===== src/rtl/datapath_ctrl_if.sv =====
// Command, response and datapath-control signals of the datapath sequencing controller.
// master = instruction source / response consumer / datapath; slave = the controller.
interface datapath_ctrl_if;
    logic       in_valid;
    logic       in_ready;
    logic [9:0] in_instr;

    logic       resp_valid;
    logic       resp_ready;
    logic [3:0] resp_data;
    logic       resp_carry;

    logic       dp_mux_sel;
    logic       dp_load;
    logic [1:0] dp_alu_sel;
    logic [3:0] dp_mux_data;
    logic [3:0] dp_alu_data;
    logic [3:0] dp_reg_out;
    logic       dp_carry_out;

    modport master (
        output in_valid, in_instr, resp_ready, dp_reg_out, dp_carry_out,
        input  in_ready, resp_valid, resp_data, resp_carry,
        input  dp_mux_sel, dp_load, dp_alu_sel, dp_mux_data, dp_alu_data
    );

    modport slave (
        input  in_valid, in_instr, resp_ready, dp_reg_out, dp_carry_out,
        output in_ready, resp_valid, resp_data, resp_carry,
        output dp_mux_sel, dp_load, dp_alu_sel, dp_mux_data, dp_alu_data
    );
endinterface


===== src/rtl/datapath_ctrl.sv =====
// Sequencing controller: expands each instruction into rep+1 datapath cycles, then returns acc/carry.
// Build option DPCTRL_CARRY_STICKY_EN: ADD ORs into the carry flag instead of overwriting it.
module datapath_ctrl (
    input  logic            clk,
    input  logic            rst_n,
    datapath_ctrl_if.slave  bus
);

    typedef enum logic [1:0] {
        IDLE = 2'd0,
        EXEC = 2'd1,
        RESP = 2'd2
    } state_e;

    typedef struct packed {
        logic [2:0] op;
        logic [2:0] rep;
        logic [3:0] imm;
    } instr_t;

    localparam logic [2:0] OP_LOAD = 3'b001;
    localparam logic [2:0] OP_CLRC = 3'b010;
    localparam logic [1:0] ALU_ADD = 2'b11;

    instr_t     instr;
    state_e     state_q, state_d;
    logic [2:0] op_q, op_d;
    logic [2:0] cnt_q, cnt_d;
    logic [3:0] imm_q, imm_d;
    logic       carry_q, carry_d;

    logic       in_ready;
    logic       resp_valid;
    logic       mux_sel;
    logic       load;
    logic [1:0] alu_sel;
    logic [3:0] mux_data;
    logic [3:0] alu_data;

    assign instr = bus.in_instr;

    always_ff @(posedge clk or negedge rst_n) begin
        if (!rst_n) begin
            state_q <= IDLE;
            op_q    <= '0;
            cnt_q   <= '0;
            imm_q   <= '0;
            carry_q <= 1'b0;
        end else begin
            state_q <= state_d;
            op_q    <= op_d;
            cnt_q   <= cnt_d;
            imm_q   <= imm_d;
            carry_q <= carry_d;
        end
    end

    always_comb begin
        state_d    = state_q;
        op_d       = op_q;
        cnt_d      = cnt_q;
        imm_d      = imm_q;
        carry_d    = carry_q;
        in_ready   = 1'b0;
        resp_valid = 1'b0;
        mux_sel    = 1'b0;
        load       = 1'b0;
        alu_sel    = 2'b00;
        mux_data   = 4'h0;
        alu_data   = 4'h0;

        case (state_q)
            IDLE: begin
                in_ready = 1'b1;
                if (bus.in_valid) begin
                    op_d    = instr.op;
                    cnt_d   = instr.rep;
                    imm_d   = instr.imm;
                    state_d = EXEC;
                end
            end
            EXEC: begin
                if (op_q[2]) begin
                    mux_sel  = 1'b1;
                    load     = 1'b1;
                    alu_sel  = op_q[1:0];
                    alu_data = imm_q;
                    if (op_q[1:0] == ALU_ADD) begin
`ifdef DPCTRL_CARRY_STICKY_EN
                        carry_d = carry_q | bus.dp_carry_out;
`else
                        carry_d = bus.dp_carry_out;
`endif
                    end
                end else if (op_q == OP_LOAD) begin
                    load     = 1'b1;
                    mux_data = imm_q;
                end else if (op_q == OP_CLRC) begin
                    carry_d = 1'b0;
                end
                // NOP and the reserved opcode fall through with all controls idle
                if (cnt_q == 3'd0) begin
                    state_d = RESP;
                end else begin
                    cnt_d = cnt_q - 3'd1;
                end
            end
            RESP: begin
                resp_valid = 1'b1;
                if (bus.resp_ready) begin
                    state_d = IDLE;
                end
            end
            default: state_d = IDLE;
        endcase
    end

    // No loads happen outside EXEC, so the register (and thus resp_data) holds under backpressure.
    assign bus.in_ready    = in_ready;
    assign bus.resp_valid  = resp_valid;
    assign bus.resp_data   = bus.dp_reg_out;
    assign bus.resp_carry  = carry_q;
    assign bus.dp_mux_sel  = mux_sel;
    assign bus.dp_load     = load;
    assign bus.dp_alu_sel  = alu_sel;
    assign bus.dp_mux_data = mux_data;
    assign bus.dp_alu_data = alu_data;

endmodule


===== src/flat_wrapper.sv =====
// flat-port wrapper written by rule: the top's interface ports become plain ports
module datapath_ctrl_flat 
  (clk, rst_n, bus_in_valid, bus_in_instr, bus_resp_ready, bus_dp_reg_out, bus_dp_carry_out, bus_in_ready, bus_resp_valid, bus_resp_data, bus_resp_carry, bus_dp_mux_sel, bus_dp_load, bus_dp_alu_sel, bus_dp_mux_data, bus_dp_alu_data);
  datapath_ctrl_if bus_i ();
  input  logic clk;
  input  logic rst_n;
  input wire logic [$bits(bus_i.in_valid)-1:0] bus_in_valid;
  input wire logic [$bits(bus_i.in_instr)-1:0] bus_in_instr;
  input wire logic [$bits(bus_i.resp_ready)-1:0] bus_resp_ready;
  input wire logic [$bits(bus_i.dp_reg_out)-1:0] bus_dp_reg_out;
  input wire logic [$bits(bus_i.dp_carry_out)-1:0] bus_dp_carry_out;
  output wire logic [$bits(bus_i.in_ready)-1:0] bus_in_ready;
  output wire logic [$bits(bus_i.resp_valid)-1:0] bus_resp_valid;
  output wire logic [$bits(bus_i.resp_data)-1:0] bus_resp_data;
  output wire logic [$bits(bus_i.resp_carry)-1:0] bus_resp_carry;
  output wire logic [$bits(bus_i.dp_mux_sel)-1:0] bus_dp_mux_sel;
  output wire logic [$bits(bus_i.dp_load)-1:0] bus_dp_load;
  output wire logic [$bits(bus_i.dp_alu_sel)-1:0] bus_dp_alu_sel;
  output wire logic [$bits(bus_i.dp_mux_data)-1:0] bus_dp_mux_data;
  output wire logic [$bits(bus_i.dp_alu_data)-1:0] bus_dp_alu_data;
  assign bus_i.in_valid = bus_in_valid;
  assign bus_i.in_instr = bus_in_instr;
  assign bus_i.resp_ready = bus_resp_ready;
  assign bus_i.dp_reg_out = bus_dp_reg_out;
  assign bus_i.dp_carry_out = bus_dp_carry_out;
  assign bus_in_ready = bus_i.in_ready;
  assign bus_resp_valid = bus_i.resp_valid;
  assign bus_resp_data = bus_i.resp_data;
  assign bus_resp_carry = bus_i.resp_carry;
  assign bus_dp_mux_sel = bus_i.dp_mux_sel;
  assign bus_dp_load = bus_i.dp_load;
  assign bus_dp_alu_sel = bus_i.dp_alu_sel;
  assign bus_dp_mux_data = bus_i.dp_mux_data;
  assign bus_dp_alu_data = bus_i.dp_alu_data;
  datapath_ctrl u_core (.clk(clk), .rst_n(rst_n), .bus(bus_i));
endmodule

===== config.mk =====
export PLATFORM = sky130hd
export DESIGN_NAME = datapath_ctrl_flat
export DESIGN_NICKNAME = d
export VERILOG_FILES = /design/src/rtl/datapath_ctrl_if.sv /design/src/rtl/datapath_ctrl.sv /design/src/flat_wrapper.sv
export SDC_FILE = /design/constraint.sdc
export NUM_CORES = 1
export LEC_CHECK = 0
export ABC_AREA = 0
export CAP_MARGIN = 0
export CORE_UTILIZATION = 30
export CTS_CLUSTER_DIAMETER = 200
export DETAILED_ROUTE_END_ITERATION = 8
export SLEW_MARGIN = 5
export SYNTH_ARGS = -nofsm -noshare
export SYNTH_HDL_FRONTEND = slang
export SYNTH_SLANG_ARGS = --single-unit

===== constraint.sdc =====
create_clock -name clk -period 1.4 [get_ports clk]
set_input_delay 0.28 -clock clk [delete_from_list [all_inputs] [get_ports clk]]
set_output_delay 0.28 -clock clk [all_outputs]
set_load 0.02 [all_outputs]

==> results.cfg, run 1 <==
[status]
status = finished with violations
violations = negative setup slack

[clocking]
cts_buffers = 3
cts_hold_repair.buffers = 0
clkSinkCount = 13
cts_tree = built
cts.path.max_buffers = 2
cts_root_buf = clkbuf_4
h-tree-depth = 1
clk_latency_ns = 0.28
clk_pin_slew_ns = 0.09

[timing]
tightest_slew_ns = 0.201
slew_violations = 0
setup_viol = 21
final-hold-violation-count = 0
slew_headroom_pct = 86.7
skew_ns = 0.000705
fin_crit_ns = 1.62
rsz0062_at_grt = yes
fin_crit_sh_pct = 116
hold-worst-slack_ns = 0.300
max_freq_ghz = 0.617
worst_slack_ns = -0.222

[power_and_ir_drop]
power_frac_clock_pct = 8.5
switching_share_pct = 39.4
peakVddDrop_mv = 1.20
p_seq_share_pct = 23.7
cellPowerDensity_nw_per_um2 = 2340
p_int_mw = 1.75
power.switching_mw = 1.14
comb_power_share_pct = 67.9
leakage_nw = 0.604

[floorplanning]
fp.dieW_um = 52.8
start_util_pct = 31.5
num_io_pins = 38
row_count = 18
core-area_um2 = 2450
die_height_um = 52.8
die_area_um2 = 2790

[detailed_routing]
antenna_left = 0
viasPerCell = 4.50
drt_iter0_drc = 9
dr.pass1.iters = 4
routed_wl_um = 1780
vias = 626
routedWlPerCell_um = 12.8
drc = 0

[layout]
fill_cells = 236
final_cells = 139
nNetsFinal = 131
post-route-util_pct = 50.2
syn_to_final_growth_pct = 59.1
final_area_um2 = 1230
diodes = 0
layout-drive-gt1-share_pct = 47.7

[run]
maxCapViolCount = 0

[critical_path]
crit_arrival_ns = 1.34
end_kind = output port
crit_type = flop to output port
cp_max_fo = 4
start_kind = flop
required_ns = 1.12

[grt]
antenna_found_initial = 0
grt_pass1_vias = 571
grt_pass1_wl_um = 2690
grt_max_degree = 14
grt_remaining_overflow = 0
grt_usage_pct = 13.6

[logic_synthesis]
synth-edff-count = 0
yosysWarnings = 0
synth_area_um2 = 774
synth-simple-area-share_pct = 20.7
synth_top_family_by_area = simple AND/OR/NAND/NOR gates
syn-num-nets = 93
synth_xor_area_share_pct = 0
synthArstFlopShare_pct = 100
synth.avg_cell_area_um2 = 10.8
synthMuxAreaShare_pct = 17.4
synth_compound_gate_area_share_pct = 7.11
ys_ff_latch = 13
netlist_instances = 72
synthFlopType = dfrtp_1
ys_seq_area_share_pct = 42.0
synth_adder_area_share_pct = 3.23
post_synth_num_cell_types = 25

[place]
gp_congestion = 0.726
preCtsSetupSlack_ns = -0.395
post-dp-hpwl_um = 1240
portBuffers = 29
dp.cells = 134
placed_cell_area_um2 = 1150

[worst_hold_path]
hold_path_class = primary input to async pin
==> state kept, by name (all words and copies together) (netlist names) <==
name and count:
u_core.imm_q 4, u_core.op_q 3, u_core.state_q 2, u_core.bus.resp_carry 1, u_core.cnt_q 3
==> power by group through the flow <==
stage               sequential [mW]  combinational, mW  clock (mW)
floorplan                     0.677               1.05           0
global placement              0.661               1.77           0
detailed placement            0.659               1.79           0
CTS                           0.676               1.91       0.244
global route                  0.702               2.14       0.255
finish                        0.683               1.96       0.244
==> critical path, stage by stage, from the launching register on <==
cell	delay (ns)
dfrtp_1	0.43
nor2b_4	0.15
and3b_2	0.23
and2_4	0.15
buf_6	0.11
==> final timing paths <==
| kind | start | cells past startpoint | endpoint | slack [ns] |
|---|---|---|---|---|
| worst max-delay path | u_core.state_q[1]$_DFFE_PN0P_ | 4 | bus_dp_mux_data[0] | -0.22 |
| worst min register to register | u_core.bus.resp_carry$_DFFE_PN0P_ | 2 | u_core.bus.resp_carry$_DFFE_PN0P_ | 0.50 |
| max in group asynchronous | rst_n | 2 | u_core.cnt_q[2]$_DFFE_PN0P_ | 0.94 |
| worst max register to register | u_core.state_q[1]$_DFFE_PN0P_ | 5 | u_core.op_q[2]$_DFFE_PN0P_ | -0.07 |
| min in group clk | u_core.bus.resp_carry$_DFFE_PN0P_ | 2 | u_core.bus.resp_carry$_DFFE_PN0P_ | 0.50 |
| worst min-delay path | rst_n | 2 | u_core.imm_q[0]$_DFFE_PN0P_ | 0.30 |
==> metrics by stage <==
stage | TNS (ns) | power, mW
floorplan | 0 | 1.73
global placement | -4.95 | 2.43
detailed placement | -5.42 | 2.45
CTS | -1.90 | 2.83
global route | -3.87 | 3.10
finish | -2.95 | 2.88
==> cell families (layout without fill, tap and decap cells) <==
family                   count (synthesis)  count (layout)
AND/OR/NAND/NOR                         26              26
flip-flops                              13              13
multiplexers                            10              10
adder cells (fa/ha/maj)                  2               2
AO/OA/AOI/OAI                            8               8
buffers and inverters                   13              50
==> area by class of cell <==
cell class                      instances  area [µm²]  share of cell area, %
Clock buffer                            4        26.3                   2.13
Inverter                                5        18.8                   1.52
Multi-Input combinational cell         46         449                   36.4
Sequential cell                        13         325                   26.4
Tap cell                               30        37.5                   3.05
Timing Repair Buffer                   41         375                   30.5
==> cells in the mapped netlist (all sizes together), types with 2 or more instances <==
| master | count | area (µm²) |
|---|---|---|
| and2 | 6 | 37.5 |
| nor2 | 2 | 7.51 |
| and3 | 6 | 37.5 |
| buf | 7 | 51.3 |
| inv | 5 | 18.8 |
| nand3b | 2 | 15.0 |
| mux2i | 3 | 30.0 |
| mux2 | 7 | 105 |
| o21ai | 3 | 15.0 |
| nor2b | 5 | 31.3 |
| dfrtp | 13 | 325 |
| ha | 2 | 25.0 |
==> per-layer routing <==
| metal | up-vias | share of wire [%] | GRT usage, % | wire (µm) |
|---|---|---|---|---|
| met4 | 0 | 0 | 3.07 | 0 |
| met1 | 296 | 48 | 18.2 | 852 |
| met2 | 16 | 46 | 20.7 | 825 |
| met3 | 0 | 5.7 | 5.22 | 101 |
| met5 | - | 0 | 0 | 0 |
| li1 | 314 | - | - | - |
==> layout by cell type, fill, tap and decap left out, types with 3 or more instances in the layout <==
master	n
and2_4	5
and3_1	5
buf_4	16
buf_6	9
clkbuf_4	3
clkdlybuf4s50_1	14
dfrtp_1	13
inv_1	4
mux2_4	7
mux2i_1	3
o21ai_0	3
==> timing repair <==
action                     CTS  global route
pin swaps                    6             4
setup buffers                1             1
setup endpoints to repair   18            24
resized for setup           92             5
(Power assumes the default switching activity.)
==> inputs of run 2 (changes only) <==
--- a/config.mk
+++ b/config.mk
@@ -10,7 +10,7 @@
 export CORE_UTILIZATION = 30
 export CTS_CLUSTER_DIAMETER = 200
 export DETAILED_ROUTE_END_ITERATION = 8
-export SLEW_MARGIN = 5
+export SLEW_MARGIN = 20
 export SYNTH_ARGS = -nofsm -noshare
 export SYNTH_HDL_FRONTEND = slang
 export SYNTH_SLANG_ARGS = --single-unit
==> results of run 2 <==
Final layout, timing and power as in run 1 (identical DEF).
==> inputs of run 3 (changes only) <==
--- a/config.mk
+++ b/config.mk
@@ -5,7 +5,6 @@
 export SDC_FILE = /design/constraint.sdc
 export NUM_CORES = 1
 export LEC_CHECK = 0
-export ABC_AREA = 0
 export CAP_MARGIN = 0
 export CORE_UTILIZATION = 30
 export CTS_CLUSTER_DIAMETER = 200
==> results of run 3 <==
Final layout, timing and power as in run 1 (identical DEF).
